<file path="config.mk">
export PLATFORM = sky130hd
export DESIGN_NAME = pma_region_loader
export DESIGN_NICKNAME = d
export VERILOG_FILES = /design/src/rtl/pma_region_loader.sv
export SDC_FILE = /design/constraint.sdc
export NUM_CORES = 1
export LEC_CHECK = 0
export CORE_UTILIZATION = 41
export DETAILED_ROUTE_END_ITERATION = 10
export PLACE_DENSITY = 0.77
export REMOVE_ABC_BUFFERS = 1
export SLEW_MARGIN = 40
export SYNTH_ARGS = -nofsm -noshare
export SYNTH_HDL_FRONTEND = slang
export SYNTH_SLANG_ARGS = --single-unit
</file>
<file path="constraint.sdc">
create_clock -name clk -period 5.8 [get_ports clk]
set_input_delay 1.74 -clock clk [delete_from_list [all_inputs] [get_ports clk]]
set_output_delay 1.74 -clock clk [all_outputs]
set_load 0.02 [all_outputs]
</file>
<file path="src/rtl/pma_region_loader.sv">
// Boots the PMA region table from a memory image, then reads every field back and verifies it.
// Define PMA_LOADER_LOCK_EN to add a `locked` output that freezes the loader after a clean load.
module pma_region_loader #(
  parameter int NREG = 8,
  parameter int NFLD = 5,
  parameter int VWID = 64,
  parameter int CMPW = 32,
  parameter int ATW  = 20,
  parameter int AWID = 32
) (
  input  logic            clk,
  input  logic            rst_n,
  input  logic            start,
  input  logic [AWID-1:0] base,
  output logic            mem_req,
  output logic [AWID-1:0] mem_adr,
  input  logic            mem_ack,
  input  logic            mem_err,
  input  logic [VWID-1:0] mem_dat,
  output logic            tbl_wr,
  output logic [5:0]      tbl_rwa,
  output logic [VWID-1:0] tbl_dat_o,
  input  logic [VWID-1:0] tbl_dat_i,
  output logic            busy,
  output logic            done,
  output logic            err,
  output logic [1:0]      err_code,
  output logic [5:0]      err_rwa
`ifdef PMA_LOADER_LOCK_EN
  ,
  output logic            locked
`endif
);

  localparam logic [2:0] FLD_LAST = 3'(NFLD-1);
  localparam logic [2:0] REG_LAST = 3'(NREG-1);
  localparam logic [2:0] AT_FLD   = 3'd4;
  localparam logic [1:0] EC_BUS   = 2'd1;
  localparam logic [1:0] EC_VFY   = 2'd2;
  localparam int         BPW      = VWID/8;

  typedef enum logic [2:0] {S_IDLE, S_FETCH, S_WRITE, S_VREAD, S_VCMP, S_FIN} state_e;

  typedef struct packed {
    logic       flag;
    logic [1:0] code;
    logic [5:0] rwa;
  } err_rec_t;

  state_e          state_q, state_d;
  logic [2:0]      reg_q, reg_d, fld_q, fld_d;
  logic            vfy_q, vfy_d;
  logic [AWID-1:0] base_q, base_d;
  logic [VWID-1:0] dat_q, dat_d;
  err_rec_t        erec_q, erec_d;

  logic            lock_w;
  logic            last_fld, last_all, cmp_ok;
  logic [2:0]      reg_nx, fld_nx;
  logic [AWID-1:0] word_idx;
  logic            unused_hi;

  assign word_idx  = AWID'(reg_q) * AWID'(NFLD) + AWID'(fld_q);
  assign mem_adr   = base_q + word_idx * AWID'(BPW);
  assign tbl_rwa   = {reg_q, fld_q};
  assign tbl_dat_o = dat_q;
  assign err       = erec_q.flag;
  assign err_code  = erec_q.code;
  assign err_rwa   = erec_q.rwa;
  assign unused_hi = ^tbl_dat_i[VWID-1:CMPW];

  always_comb begin
    last_fld = (fld_q == FLD_LAST);
    last_all = last_fld && (reg_q == REG_LAST);
    fld_nx   = last_fld ? 3'd0 : fld_q + 3'd1;
    reg_nx   = last_fld ? reg_q + 3'd1 : reg_q;
  end

  // Only the architecturally meaningful low bits of each field are held by the table.
  assign cmp_ok = (fld_q == AT_FLD) ? (tbl_dat_i[ATW-1:0]  == dat_q[ATW-1:0])
                                    : (tbl_dat_i[CMPW-1:0] == dat_q[CMPW-1:0]);

  always_ff @(posedge clk or negedge rst_n) begin
    if (!rst_n) begin
      state_q <= S_IDLE;
      reg_q   <= '0;
      fld_q   <= '0;
      vfy_q   <= 1'b0;
      base_q  <= '0;
      dat_q   <= '0;
      erec_q  <= '0;
    end else begin
      state_q <= state_d;
      reg_q   <= reg_d;
      fld_q   <= fld_d;
      vfy_q   <= vfy_d;
      base_q  <= base_d;
      dat_q   <= dat_d;
      erec_q  <= erec_d;
    end
  end

  always_comb begin
    state_d = state_q;
    reg_d   = reg_q;
    fld_d   = fld_q;
    vfy_d   = vfy_q;
    base_d  = base_q;
    dat_d   = dat_q;
    erec_d  = erec_q;
    unique case (state_q)
      S_IDLE: begin
        if (start && !lock_w) begin
          base_d  = base;
          erec_d  = '0;
          reg_d   = '0;
          fld_d   = '0;
          vfy_d   = 1'b0;
          state_d = S_FETCH;
        end
      end
      S_FETCH: begin
        if (mem_ack) begin
          if (mem_err) begin
            erec_d  = '{flag: 1'b1, code: EC_BUS, rwa: tbl_rwa};
            state_d = S_FIN;
          end else begin
            dat_d   = mem_dat;
            state_d = vfy_q ? S_VREAD : S_WRITE;
          end
        end
      end
      S_WRITE: begin
        state_d = S_FETCH;
        if (last_all) begin
          reg_d = '0;
          fld_d = '0;
          vfy_d = 1'b1;
        end else begin
          reg_d = reg_nx;
          fld_d = fld_nx;
        end
      end
      S_VREAD: state_d = S_VCMP;
      S_VCMP: begin
        if (!cmp_ok) begin
          erec_d  = '{flag: 1'b1, code: EC_VFY, rwa: tbl_rwa};
          state_d = S_FIN;
        end else if (last_all) begin
          reg_d   = '0;
          fld_d   = '0;
          state_d = S_FIN;
        end else begin
          reg_d   = reg_nx;
          fld_d   = fld_nx;
          state_d = S_FETCH;
        end
      end
      S_FIN:   state_d = S_IDLE;
      default: state_d = S_IDLE;
    endcase
  end

  always_comb begin
    mem_req = (state_q == S_FETCH);
    tbl_wr  = (state_q == S_WRITE);
    done    = (state_q == S_FIN);
    busy    = (state_q != S_IDLE);
  end

`ifdef PMA_LOADER_LOCK_EN
  logic lock_q, lock_d;

  // Sticky until reset: a clean load freezes the table contents.
  always_comb lock_d = lock_q | ((state_q == S_FIN) && !erec_q.flag);

  always_ff @(posedge clk or negedge rst_n) begin
    if (!rst_n) lock_q <= 1'b0;
    else        lock_q <= lock_d;
  end

  assign lock_w = lock_q;
  assign locked = lock_q;
`else
  assign lock_w = 1'b0;
`endif

endmodule

</file>
Word-level counts from Yosys, hierarchy flattened
Index checks and enable logic that the tools add are counted.

Flip-flop bits (word level): 115. Bits of input ports: 165. Output and inout port bits: 115. Logic and storage cells: 67.

Add/sub/neg operators: 4. $mul: 1. Equality and inequality tests: 15. Multiplexer cells: 25. Bitwise logic cells: 1. Reduce and logical (&&, ||, !) cells: 12.

Operator list (number): 2-to-1 mux 3 bit (12); 2-to-1 mux 9 bit (4); adder 32 x 10 -> 32 bit (1); == test 32 bit (1); case mux 9 bit (3 select lines) (1); == test 20 bit (1); case mux 3 bit (3 select lines) (2); case mux 3 bit (5 select lines) (1); == test 3 bit, second input constant (4); AND reduction 3 bit (3); nonzero test 3 bit (3); adder 6 x 3 -> 7 bit (1); adder 3 x 1 -> 3 bit, second input constant (2); == test 3 x 2 -> 1 bit, second input constant (2); multiplier 3 x 3 -> 6 bit, second input constant (1); inequality test 2 x 1 -> 1 bit, second input constant (3); inequality test 2 bit, second input constant (3); AND reduction 5 bit (1); 2-to-1 mux 1 bit (4); AND reduction 2 bit (2); == test 3 x 1 -> 1 bit, second input constant (1); logical NOT 3 bit (1); case mux 1 bit (2 select lines) (1); nonzero test 2 bit (1); 2 further kinds (2).

Depth between registers and ports, before layout
Depth after elaboration: 5. Depth in mapped cells: 12.

Worst setup path after synthesis
No wires, ideal clock.

Kind: register to output. Start point: reg reg_q[0]. End point: out mem_adr[28]. Arrival time: 3418 ps. Data required time: 4060 ps. Slack: 642 ps. Stages on the path, launching flop included: 12. Buffers on the path: 0. Cell sequence: dfrtp_1 -> ha_1 -> ha_1 -> fa_1 -> a21o_1 -> a21o_1 -> ha_1 -> o21a_1 -> o21ai_0 -> a211o_1 -> nor4_1 -> xor2_1.

Cells in the longest elaborated chain, start to end: 3.

RTL lines: start, declared (RTL line 51) `logic [2:0] reg_q, reg_d, fld_q, fld_d;`; start signal, assigned (RTL line 94) `reg_q <= reg_d;`; multiplier 3 x 3 -> 6 bit (RTL line 63) `assign word_idx = AWID'(reg_q) * AWID'(NFLD) + AWID'(fld_q);`; adder 6 x 3 -> 7 bit (RTL line 63); adder 32 x 10 -> 32 bit (RTL line 64) `assign mem_adr = base_q + word_idx * AWID'(BPW);`; end, declared (RTL line 16) `output logic [AWID-1:0] mem_adr,`.

No other way between the ends.

Final worst setup path
Same ends and word-level chain as after synthesis.

==> key figures <==
Setup path
  • Reg2reg start: state_q[0]
  • Max FO, Critical Path: 8
  • R2r setup slk: 3250 ps
  • Crit. Startpoint: reg_q[0]
  • R2r worst-path depth: 6
  • Critical Path RT: 4060 ps
  • Crit path capture: mem_adr[28]
  • Startpoint types: flop
  • Critical path type: reg2out
  • Setup crit end kind: output pin
  • Reg-to-reg endpoint: tbl_dat_o[5]
  • CP arrival: 3910 ps

Synthesis
  • Post-synth top cells: 115 x dfrtp_1, 97 x mux2_2, 37 x xnor2_1, 25 x xor2_1
  • Complex-gate fraction of the synthesized area: 5.54%
  • #FFs+latches synth: 115
  • Synthesized instance count: 466
  • Synth Flop Type: dfrtp_1
  • Yosys warning total: 0
  • Area leader, netlist: dfrtp_1
  • Mux share of post-synthesis cell area: between 10% and 20%
  • Most common cell in the netlist: dfrtp_1
  • Top post-synthesis cells by area: dfrtp_1 50%, mux2_2 19%, xnor2_1 5.6%
  • Yosys cell types: 47
  • Mapped cell area: 5810 um2
  • Top-area cell type share of the netlist area: 49.5%
  • Simple-gate share of the synthesized area: 8.44%
  • XOR/XNOR Fraction of Synth Area: a little under a tenth
  • Sequential fraction of the synthesis area: 49.5%
  • Largest family of logic cells by synthesized area: multiplexers
  • EDFF count, synth: 0
  • FFs w/ async S/R, synth: 100%
  • Area share of fa/ha/maj cells after synthesis: 4.78%
  • Mean area per synthesized cell: approximately 12 um2

Floorplanning
  • Total I/O pin count: 280
  • FP Rows: 43
  • Die area: 14600 um2
  • Chip Width: 121 um
  • Die Y: 121 um
  • Initial Utilization: 42.0%
  • Core ar.: between 10000 and 15000 um2

Place
  • # port buffers: 247
  • Final HPWL DP: 12100 um
  • Routability cong.: 0.879
  • Placed Cells incl. Taps: 885

Clocking
  • Hold buffers post-CTS: 0
  • CTS tree: yes
  • CTS root buf: clkbuf_16
  • Clk_lat worst skew: 410 ps
  • Clock sink total: 115
  • CTS Buf Count: 17
  • CTS H-tree lvls: 4
  • CTS clock-pin slew for the worst setup and hold paths: 50 ps
  • Max Buffers Root-to-Sink: 2

STA
  • Final max-slew violation count: 0
  • Worst Max-Slew Pin Slew: 723 ps
  • Final period util: 97.4%
  • Final hold vios: 0
  • Tmin final: between 5000 and 6000 ps
  • RSZ-0062 raised after global routing: true
  • Rel. slew slack: 51.7%
  • Finish-stage setup viols: 0
  • FMAX: 0.177 GHz
  • Clock Skew: 6.92 ps
  • Fin Setup TNS: 0 ps

Final layout
  • Share of layout cells above drive strength 1: 22.8%
  • ANT cells: 0
  • Syn-to-layout area delta: 59.0%
  • Final #Nets: 915
  • Non-filler instance count after layout: 922

Detailed routing
  • Post-route antenna net violation count: 0
  • Detailed-router iteration count before antenna repair: 4
  • DR DRC count: 0
  • WL final: 16100 um
  • Detail-routed via count per cell: 4.99
  • Starting DRC count in detailed routing: 128
  • DR WL/cell: between 15 and 20 um
  • Total number of vias: about 4600

Min path
  • Hold WC Path Type: reg2reg

GRT
  • Vias in the first global route: 5040
  • Largest net degree at the start of global routing: between 40 and 50
  • Global-route wire length before repair: ~25000 um
  • GRT Util Overall: ~22%
  • Global route overflow: 0
  • Antenna violations before repair: 0

Outcome
  • Status: finished, final reports clean

Pwr
  • Leak pwr: 3.97 nW
  • Total power: about 0.0050 W
  • Power per standard cell area: 545 nW/um2
  • Max IR drop VDD: 0.000306 V

Run
  • Max cap viols: 0
[power by group]
part | internal, W | switching (W)
combinational | 0.00117 | 0.00109
sequential | 0.00117 | 0.000317
clock | 0.000915 | 0.000371
[area by class of cell]
cell class,count,area [um2]
fill,1010,4590
sequential,115,2880
timing repair buffer,260,2520
clock inverter,13,278
multi-input combinational,322,2830
inverter,13,48.8
clock buffer,19,453
tap,180,225
[state kept, by name, indices dropped and copies added (netlist names)]
signal / count
tbl_dat_o: 64
base_q: 32
err_rwa: 6
fld_q: 3
reg_q: 3
state_q: 3
err_code: 2
err: 1
vfy_q: 1
[stage by stage]
stage | utilization, % | cell area, um2 | hold slack [ps] | setup slack (ps)
6_report | 66.8 | 9230 | 497 | 152
5_1_grt | 66.8 | 9230 | 526 | -23.6
4_1_cts | 66.6 | 9210 | 501 | -193
3_5_place_dp | 61.3 | 8480 | 485 | 7.63
3_3_place_gp | 61.2 | 8460 | 479 | 151
2_1_floorplan | - | 5710 | 465 | 642
[what timing repair did]
item	CTS	global route
setup endpoints to repair	21	18
pin swaps	1	2
hold endpoints to repair	0	0
resized for setup	25	26
setup buffers	1	4
[kinds of logic after synthesis]
group,after synthesis
adders and majority gates,21
xor gates and xnor gates,62
AOI/OAI and AO/OA,44
buffers and inverters,29
DFF,115
muxes,102
and+or+nand+nor,93
[how the worst min path moves through the flow]
stage | to | slack, ps | cells past startpoint | start
after floorplan | base_q[7] | 460 | 1 | base_q[7]
after global placement | base_q[7] | 480 | 1 | base_q[7]
after detailed placement | base_q[7] | 490 | 1 | base_q[7]
after CTS | base_q[7] | 500 | 1 | base_q[7]
after global routing | tbl_dat_o[39] | 530 | 1 | tbl_dat_o[39]
final | base_q[7] | 500 | 1 | base_q[7]
[layout by cell type, fill, tap and decap left out, drive strengths merged, types with 2 or more instances in the layout]
cell             n
bufinv           8
a21oi           12
clkdlybuf4s15    3
clkbuf          28
nand4            8
ha              19
xnor2           37
or3              3
fa               2
clkdlybuf4s50  225
dfrtp          115
nor2            19
clkinv           3
nor2b            5
nor4             5
a32o             3
dlygate4sd2      8
nand2b           4
o21a             2
and3             6
o21ai           11
a21o             6
clkinvlp         2
nand3            8
mux2           101
buf             14
nor3            11
xor2            25
inv             13
nand2           19
[critical path, cell delays in order, from the launching register on]
cell and delay (ps):
dfrtp_1 390, ha_1 320, ha_1 330, fa_1 470, a21o_1 200, a21o_1 180, ha_1 340, o21a_1 140
o21ai_1 80, a211o_2 390, nor4_4 200, xor2_1 180, clkdlybuf4s15_2 280
[metal layers]
layer	share of wire, %	global-route usage, %	vias to the layer above
met5	0	0	-
met4	1.3	6.56	0
met3	10	10.4	18
met2	51	38.4	180
met1	38	24.9	2235
li1	-	-	2170
No activity file was read; power rests on OpenSTA's default activity.
